<file path="config.mk">
export PLATFORM = sky130hd
export DESIGN_NAME = car_detector
export DESIGN_NICKNAME = d
export VERILOG_FILES = /design/src/rtl/traffic_pkg.sv /design/src/rtl/sensor_debounce.sv /design/src/rtl/car_detector.sv
export SDC_FILE = /design/constraint.sdc
export NUM_CORES = 1
export LEC_CHECK = 0
export ABC_AREA = 1
export BUFFER_PORTS_ARGS = -buffer_cell sky130_fd_sc_hd__buf_2
export CAP_MARGIN = 20
export CORE_MARGIN = 2
export CORE_UTILIZATION = 50
export DETAILED_ROUTE_END_ITERATION = 10
export GPL_TIMING_DRIVEN = 0
export PLACE_DENSITY = 0.73
export SYNTH_ARGS = -nofsm -noshare
export SYNTH_HDL_FRONTEND = slang
export SYNTH_SLANG_ARGS = --single-unit
</file>
<file path="constraint.sdc">
create_clock -name clk -period 1.67 [get_ports clk]
set_input_delay 0.0835 -clock clk [delete_from_list [all_inputs] [get_ports clk]]
set_output_delay 0.0835 -clock clk [all_outputs]
set_load 0.005 [all_outputs]
</file>
<file path="src/rtl/traffic_pkg.sv">
// Shared definitions for the farm-road detector and trafficlight controller:
// light bus layout, colour encodings and the detector FSM states.
package traffic_pkg;

  localparam int HWY_R  = 5;
  localparam int HWY_Y  = 4;
  localparam int HWY_G  = 3;
  localparam int FARM_R = 2;
  localparam int FARM_Y = 1;
  localparam int FARM_G = 0;

  localparam logic [2:0] RED = 3'b100;
  localparam logic [2:0] YEL = 3'b010;
  localparam logic [2:0] GRN = 3'b001;

  // Controller's reset pattern: highway green, farm red.
  localparam logic [5:0] LIGHT_RESET = 6'b001100;

  typedef enum logic [1:0] {IDLE, REQ, SERVE, CLEAR} det_state_t;

  // Legal means each road shows exactly one lamp and at least one road is red.
  function automatic logic light_legal(input logic [5:0] l);
    logic [2:0] hwy;
    logic [2:0] farm;
    hwy  = {l[HWY_R], l[HWY_Y], l[HWY_G]};
    farm = {l[FARM_R], l[FARM_Y], l[FARM_G]};
    return $onehot(hwy) && $onehot(farm) && (l[HWY_R] || l[FARM_R]);
  endfunction

endpackage

</file>
<file path="src/rtl/sensor_debounce.sv">
// Two-flop synchroniser followed by a run-length debouncer: the output only
// flips after DEBOUNCE_CYCLES consecutive disagreeing samples.
module sensor_debounce #(
  parameter int unsigned DEBOUNCE_CYCLES = 4
) (
  input  logic clk,
  input  logic rst,
  input  logic din,
  output logic dout
);

  logic       s1_q, s2_q;
  logic       db_q;
  logic [3:0] cnt_q;

  // NOTE: sequential state uses non-blocking assignments so every flop
  // samples the pre-edge values; the s1_q -> s2_q chain depends on it.
  always_ff @(posedge clk or posedge rst) begin
    if (rst) begin
      s1_q  <= 1'b0;
      s2_q  <= 1'b0;
      db_q  <= 1'b0;
      cnt_q <= '0;
    end else begin
      s1_q <= din;
      s2_q <= s1_q;
      if (s2_q == db_q) begin
        cnt_q <= '0;
      end else if (cnt_q == 4'(DEBOUNCE_CYCLES - 1)) begin
        db_q  <= s2_q;
        cnt_q <= '0;
      end else begin
        cnt_q <= cnt_q + 4'd1;
      end
    end
  end

  assign dout = db_q;

endmodule

</file>
<file path="src/rtl/car_detector.sv">
// Farm-road request latch: debounced sensor in, registered car request out,
// released only once the controller has shown farm green.
module car_detector
  import traffic_pkg::*;
#(
  parameter int unsigned DEBOUNCE_CYCLES = 4,
  parameter int unsigned TIMEOUT_CYCLES  = 255
) (
  input  logic       clk,
  input  logic       rst,
  input  logic       sensor_raw,
  input  logic [5:0] light,
  output logic       car,
  output logic       served,
  output logic [7:0] wait_cnt,
  output logic       stuck_err,
  output logic       light_err
);

  logic       sensor_db;
  logic       farm_green, farm_red;
  det_state_t state_q, state_d;
  logic       car_q, car_d;
  logic       served_q, served_d;
  logic [7:0] wait_q, wait_d;
  logic       stuck_q, stuck_d;
  logic       lerr_q, lerr_d;

  sensor_debounce #(.DEBOUNCE_CYCLES(DEBOUNCE_CYCLES)) u_debounce (
    .clk  (clk),
    .rst  (rst),
    .din  (sensor_raw),
    .dout (sensor_db)
  );

  assign farm_green = (light[FARM_R:FARM_G] == GRN);
  assign farm_red   = (light[FARM_R:FARM_G] == RED);

  // NOTE: every signal written here gets a default first, so no path can
  // leave it unassigned and infer a latch.
  always_comb begin
    state_d  = state_q;
    wait_d   = wait_q;
    served_d = 1'b0;
    stuck_d  = stuck_q;
    lerr_d   = lerr_q | ~light_legal(light);
    case (state_q)
      IDLE: begin
        if (sensor_db) begin
          if (farm_green) begin
            state_d = SERVE;
          end else begin
            state_d = REQ;
            wait_d  = '0;
          end
        end
      end
      REQ: begin
        wait_d = (wait_q == 8'hFF) ? wait_q : wait_q + 8'd1;
        if (wait_d >= 8'(TIMEOUT_CYCLES)) stuck_d = 1'b1;
        if (farm_green) state_d = SERVE;
      end
      SERVE: begin
        if (!farm_green) begin
          state_d  = CLEAR;
          served_d = 1'b1;
        end
      end
      CLEAR: begin
        if (!sensor_db) begin
          state_d = IDLE;
        end else if (farm_red) begin
          state_d = REQ;
          wait_d  = '0;
        end
      end
      default: state_d = IDLE;
    endcase
    // During SERVE the request tracks the sensor so green can be extended.
    car_d = (state_d == REQ) || ((state_d == SERVE) && sensor_db);
  end

  always_ff @(posedge clk or posedge rst) begin
    if (rst) begin
      state_q  <= IDLE;
      car_q    <= 1'b0;
      served_q <= 1'b0;
      wait_q   <= '0;
      stuck_q  <= 1'b0;
      lerr_q   <= 1'b0;
    end else begin
      state_q  <= state_d;
      car_q    <= car_d;
      served_q <= served_d;
      wait_q   <= wait_d;
      stuck_q  <= stuck_d;
      lerr_q   <= lerr_d;
    end
  end

  assign car       = car_q;
  assign served    = served_q;
  assign wait_cnt  = wait_q;
  assign stuck_err = stuck_q;
  assign light_err = lerr_q;

endmodule

</file>
==> results.py, run 1 <==
metrics = {
    "synth": {
        "synth-seq-area-share_pct": 45.4,
        "synth_fa_ha_area_share_pct": 5.62,
        "synth_enable_flop_cells": 0,
        "synth_top_flop_cell": "dfrtp_1",
        "syn_nets": 154,
        "syn_area_per_cell_sq_um": 8.22,
        "synth_cell_types": 23,
        "synth-xor-area-share_pct": 4.54,
        "yosys.area_share.simple_pct": 26.9,
        "synthMuxAreaShare_pct": 0,
        "async_reset_ff_share_pct": 100,
        "synth_top_family_by_area": "simple AND/OR/NAND/NOR gates",
        "yosys_register_bits": 21,
        "netlist_area_sq_um": 1160,
        "synth_cells": 141,
        "synth_compound_area_share_pct": 9.18,
        "yosysWarnings": 0,
    },
    "clock_network": {
        "worstSkewPairLatency_ns": 0.30,
        "cts_tree": "done",
        "cts_htree_levels": 1,
        "cts_max_path_buffers": 2,
        "clkTransAtPathRegs_ns": 0.13,
        "cts_buffers": 3,
        "root_buffer": "clkbuf_4",
        "cts.sinks": 21,
    },
    "floorplan": {
        "die-area_sq_um": 2720,
        "fp.coreArea_sq_um": 2190,
        "num_io_pins": 21,
        "start_util_pct": 52.9,
        "die_y_um": 52.1,
        "rows": 17,
        "die-width_um": 52.1,
    },
    "sta": {
        "maxSlewViolCount": 0,
        "max_slew.worst_pin.slew_ns": 0.784,
        "fin_setup_tns_ns": 0,
        "fin_crit_sh_pct": 91.3,
        "skew_ns": 0.00427,
        "setup_viol": 0,
        "grt_setup_unrepaired": "no",
        "min_period_ns": 1.53,
        "hold_viol_final": 0,
        "fmaxAchievable_ghz": 0.656,
        "relSlewSlack_pct": 47.6,
    },
    "worst_setup_path": {
        "crit_type": "reg2reg",
        "end_kind": "register",
        "arrival_ns": 1.78,
        "worst_setup_path_start_kind": "register",
        "crit_path_top_delay_cell": "dfrtp_2",
        "critPathMaxStageDelay_ns": 0.44,
        "cp_max_fo": 7,
        "cp_cell_sequence": "ha_2 -> nand2_2 -> nor2_4 -> nand2_4 -> a21oi_2 -> nand3_1 -> nor2_1 -> nand2_1 -> nand2_1",
        "crit_top_cell": "nand2_1",
        "worstPathRequired_ns": 1.92,
    },
    "global_routing": {
        "grt-ovfl-total": 0,
        "grt_pass1_vias": 977,
        "grt_pass1_wl_mm": 3.97,
        "grtUsageMet2_pct": 33.5,
        "busiest_layer": "met2",
        "grtUsageMet3_pct": 3.16,
        "grt_max_degree": 22,
        "antenna_found_initial": 0,
        "use_met1_pct": 25.0,
        "track_usage_pct": 19.7,
    },
    "routing": {
        "drtPass1Iterations": 5,
        "via_per_inst": 4.93,
        "drt_iter0_markers": 25,
        "drc": 0,
        "ant_nets": 0,
        "vias": 976,
        "drt-wirelength-per-cell_um": 11.4,
        "routed_wl_mm": 2.25,
    },
    "place": {
        "gp_congestion": 0.872,
        "dpl.cell_count": 189,
        "numPortBuffers": 20,
        "dp_hpwl_mm": 1.68,
    },
    "final_layout": {
        "final_cell_mix": "nand2_1, inv_1, dfrtp_1, buf_2, nor2_1",
        "layout_commonest_cell": "nand2_1",
        "nFillCells": 208,
        "fin_nets": 184,
        "drive_gt1_share_pct": 21.2,
        "syn_to_final_growth_pct": 18.5,
        "n_antenna_cell": 0,
        "final_cells": 198,
    },
    "power": {
        "irDropWorstVdd_uv": 896,
        "p_per_area_nw_per_um2": 1450,
        "leakage_uw": 0.000716,
    },
    "status": {
        "status": "finished, final reports clean",
    },
    "hold_path": {
        "holdCritPathClass": "in2reg",
    },
    "job": {
        "maxCapViolations": 0,
    },
}
[layer usage]
metal / share of wire [%] / wire [um]
met1: 47 / 1050
met2: 48 / 1090
met3: 4.0 / 91
met4: 0.76 / 17
met5: 0 / 0
[critical path, delay by kind of cell, from the launching register on]
kind | cells | cell delay (ns)
adder cells (fa/ha/maj) | 1 | 0.23
AO/OA/AOI/OAI | 1 | 0.17
AND/OR/NAND/NOR | 7 | 0.64
flip-flops | 1 | 0.44
[through the flow]
step                power (uW)  utilization [%]  setup WS (ns)  area [sq um]  hold WS [ns]
floorplan                 1430                -          0.243          1160        0.0600
global placement          1660             59.1          0.153          1290         0.191
detailed placement        1700             59.1          0.123          1290         0.194
CTS                       1960             61.8         0.0958          1350        0.0251
global route              2200             62.6         0.0172          1370        0.0474
finish                    2000             62.6          0.145          1370        0.0310
[path summary, 6_finish.rpt]
kind,cells after the start,slack [ns],to,startpoint
max,9,0.14,stuck_err,wait_cnt[1]
min,2,0.03,light_err,light[2]
max reg2reg,9,0.14,stuck_err,wait_cnt[1]
min reg2reg,0,0.37,u_debounce.s2_q,u_debounce.s1_q
max in group asynchronous,3,0.67,wait_cnt[1],rst
min in group asynchronous,3,0.46,stuck_err,rst
[registers in the layout (all words and copies together), names as in the netlist]
| register | count |
|---|---|
| wait_cnt | 8 |
| stuck_err | 1 |
| u_debounce.cnt_q | 4 |
| u_debounce.s1_q | 1 |
| u_debounce.dout | 1 |
| state_q | 2 |
| light_err | 1 |
| car | 1 |
| served | 1 |
| u_debounce.s2_q | 1 |
[synthesized netlist by cell type, types with 2 or more instances]
master | n | area (sq um)
ha_1 | 2 | 25.0
o21ai_0 | 7 | 35.0
xor2_1 | 5 | 43.8
inv_1 | 26 | 97.6
nand2_1 | 30 | 113
nand2_2 | 2 | 12.5
dfrtp_1 | 21 | 526
a21oi_1 | 4 | 20.0
fa_1 | 2 | 40.0
o22ai_1 | 3 | 18.8
nand3_1 | 12 | 60.1
nor2_4 | 2 | 22.5
nor2_1 | 15 | 56.3
[final cells by class]
cell class	count	area (sq um)	share of cell area [%]
Multi-Input combinational cell	94	538	39.2
Sequential cell	21	527	38.4
Timing Repair Buffer	25	145	10.6
Inverter	26	97.6	7.11
Tap cell	28	35.0	2.55
Clock buffer	3	22.5	1.64
Clock inverter	1	7.51	0.547
[kinds of logic (layout without fill, tap and decap cells)]
group | count (synthesis) | count (layout)
DFF | 21 | 21
xor gates and xnor gates | 6 | 6
adders and majority gates | 4 | 4
buffers and inverters | 26 | 55
AOI/OAI and AO/OA | 18 | 18
and+or+nand+nor | 66 | 66
[power breakdown]
part	internal, uW	total (uW)	switching [uW]
registers	680	860	180
logic	360	886	526
clock network	90.9	250	159
[repair_timing]
action	CTS	global route
hold endpoints to repair	23	0
resized for setup	0	2
setup buffers	0	2
hold buffers	3	0
setup endpoints to repair	0	1
No activity file was read; power rests on OpenSTA's default activity.
==> run 2, diff against run 1 <==
--- a/config.mk
+++ b/config.mk
@@ -5,14 +5,14 @@
 export SDC_FILE = /design/constraint.sdc
 export NUM_CORES = 1
 export LEC_CHECK = 0
-export ABC_AREA = 1
 export BUFFER_PORTS_ARGS = -buffer_cell sky130_fd_sc_hd__buf_2
 export CAP_MARGIN = 20
 export CORE_MARGIN = 2
 export CORE_UTILIZATION = 50
 export DETAILED_ROUTE_END_ITERATION = 10
 export GPL_TIMING_DRIVEN = 0
-export PLACE_DENSITY = 0.73
+export MAX_ROUTING_LAYER = met4
+export PLACE_DENSITY = 0.72
 export SYNTH_ARGS = -nofsm -noshare
 export SYNTH_HDL_FRONTEND = slang
 export SYNTH_SLANG_ARGS = --single-unit
==> run 2 against run 1 <==
Clock-buffer cell count unchanged. Clock skew down 0.0018 ns. Combinational power fell by 4.3%. Synthesized cell count is 9.9% lower. Via count up 11%. Highest routed layer unchanged. Hold slack better by 0.056 ns. Global-route usage rose by 2.6 points. Fmax is 4.3% lower. Setup slack worse by 0.068 ns. Non-clock buffer count rose by 4. Sequential power fell by 14%.
==> results.py, run 2 <==
metrics = {
    "worst_setup_path": {
        "path_buf_inv": 1,
        "r2r.worst_path.cells": 6,
        "cp_max_fo": 7,
        "cp_top_family": "simple AND/OR/NAND/NOR gates",
        "crit_type": "reg2reg",
        "timing.rr.end": "wait_cnt[3]",
        "worstPathRequired_ns": 1.92,
        "critPathLaunch": "wait_cnt[1]",
        "arrival_ns": 1.85,
        "worst_setup_path_start_kind": "register",
        "end_kind": "register",
        "endpoint": "wait_cnt[3]",
        "rr_startpoint": "wait_cnt[1]",
        "worst-path-stages": 6,
        "cp_cell_sequence": "ha_2 -> buf_6 -> nand2_4 -> or3_4 -> a31o_1 -> a21oi_2",
        "critPathMaxStageDelay_ns": 0.43,
        "ff2ff_setup_slack_ns": 0.08,
        "crit_path_top_delay_cell": "or3_4",
    },
    "sta": {
        "skew_ns": 0.00249,
        "fmaxAchievable_ghz": 0.627,
        "min_period_ns": 1.59,
        "relSlewSlack_pct": 48.1,
        "hold_viol_final": 0,
        "max_slew.worst_pin.slew_ns": 0.778,
        "final.setup.worst_slack_ns": 0.0764,
        "maxSlewViolCount": 0,
        "fin_crit_sh_pct": 95.4,
        "hold_slack_ns": 0.0871,
        "setup_viol": 0,
    },
    "final_layout": {
        "final_cells": 184,
        "largest_reg_flops": 8,
        "final_cell_mix": "buf_2, dfrtp_1, inv_1, nand2_1, a21oi_1",
        "layout_commonest_cell": "buf_2",
        "drive_gt1_share_pct": 28.8,
        "final_area_sq_um": 1460,
        "post-route-util_pct": 65.4,
        "n_antenna_cell": 0,
        "fin_nets": 170,
        "syn_to_final_growth_pct": 21.9,
    },
    "routing": {
        "via_per_inst": 5.87,
        "drt-wirelength-per-cell_um": 14.4,
        "drt_iter0_markers": 24,
        "drc": 0,
        "vias": 1080,
        "routed_wl_mm": 2.65,
        "drtPass1Iterations": 4,
        "ant_nets": 0,
    },
    "floorplan": {
        "fp.coreArea_sq_um": 2230,
        "die-area_sq_um": 2800,
        "die_y_um": 53.0,
        "start_util_pct": 53.7,
        "num_io_pins": 21,
        "rows": 17,
        "die-width_um": 53.0,
    },
    "power": {
        "leakage_uw": 0.000687,
        "p_per_area_nw_per_um2": 1270,
        "irDropWorstVdd_uv": 778,
    },
    "clock_network": {
        "cts_max_path_buffers": 2,
        "cts_tree": "done",
        "cts.sinks": 21,
        "cts_htree_levels": 1,
        "clkTransAtPathRegs_ns": 0.13,
        "cts_buffers": 3,
        "worstSkewPairLatency_ns": 0.31,
        "root_buffer": "clkbuf_4",
    },
    "synth": {
        "synth_cells": 127,
        "async_reset_ff_share_pct": 100,
        "synth_commonest_cells": "dfrtp_1, inv_1, nand2_1, a21oi_1, nand3_1",
        "netlist_area_sq_um": 1200,
        "synthTopCellsByArea": "dfrtp_1, a21oi_1, inv_1, fa_1, nand2_1",
        "synth-seq-area-share_pct": 43.8,
        "synth_top_flop_cell": "dfrtp_1",
        "yosysWarnings": 0,
        "synth_top_area_cell": "dfrtp_1",
        "syn_nets": 140,
        "syn_area_per_cell_sq_um": 9.44,
        "yosys_register_bits": 21,
        "synth.top_cell.area_share_pct": 43.8,
        "synth_enable_flop_cells": 0,
        "synth_cell_types": 46,
        "post-synth-top-count-cell": "dfrtp_1",
    },
    "status": {
        "status": "finished, final reports clean",
    },
    "place": {
        "dp_hpwl_mm": 1.89,
        "numPortBuffers": 20,
        "place_ws_ns": -0.111,
        "dpl.cell_count": 175,
        "place_area_sq_um": 1340,
        "gp_congestion": 0.925,
    },
    "global_routing": {
        "track_usage_pct": 22.3,
        "antenna_found_initial": 0,
        "grt_max_degree": 22,
        "grt-ovfl-total": 0,
        "grt_pass1_wl_mm": 4.51,
        "grt_pass1_vias": 1026,
    },
    "hold_path": {
        "holdCritPathClass": "in2reg",
    },
    "job": {
        "maxCapViolations": 0,
    },
}
[run 2: report_power, final]
| group | switching, uW | internal [uW] |
|---|---|---|
| Combinational | 474 | 373 |
| Clock | 173 | 91.4 |
| Sequential | 119 | 623 |
[run 2: worst min path at each step]
| stage | from | endpoint | slack (ns) | cells after the start |
|---|---|---|---|---|
| after CTS | light[5] | light_err | 0.09 | 3 |
| after global placement | sensor_raw | u_debounce.s1_q | 0.19 | 1 |
| final | light[5] | light_err | 0.09 | 3 |
| after global routing | light[5] | light_err | 0.11 | 3 |
| after floorplan | rst | car | 0.06 | 1 |
| after detailed placement | sensor_raw | u_debounce.s1_q | 0.19 | 1 |
[run 2: cell type report]
cell class	count	area [sq um]
multi-input cells	90	651
clock inverters	1	7.51
plain buffers	3	20.0
flip-flops and latches	21	527
well taps	28	35.0
inverters	12	45.0
repair buffers	26	154
fillers	189	772
clock buffers	3	22.5
[run 2: what timing repair did]
action                                  CTS  global route
endpoints found under the setup margin    4             9
buffers inserted                          2             2
pin swaps                                 0             6
resized for setup                         3            10
hold buffers                              2             0
endpoints found under the hold margin    22             0
cloned                                    0             0
[run 2: per-stage QoR]
step / setup TNS [ns] / power, uW
3_5_place_dp: -0.266 / 1500
3_3_place_gp: -0.142 / 1470
6_report: 0 / 1850
4_1_cts: 0 / 1800
2_1_floorplan: 0 / 1280
5_1_grt: -0.0167 / 2010
[run 2: cells by family after synthesis]
logic type | synth area share, %
AO/OA/AOI/OAI | 20.6
XOR/XNOR | 1.46
adder cells (fa/ha/maj) | 5.43
buffers and inverters | 5.32
flip-flops | 43.8
multiplexers | 2.71
AND/OR/NAND/NOR | 20.7
[run 2: layer usage]
layer / vias to the layer above / global-route usage, % / share of wire (%)
met5: - / - / 0
met3: 6 / 3.39 / 4.6
met2: 34 / 37.9 / 51
li1: 523 / - / -
met1: 517 / 28.1 / 43
met4: 0 / 5.13 / 2.1
[run 2: tightest hold or removal path: stages]
cell	delay (ns)
buf_2	0.09
inv_1	0.07
a211o_1	0.12
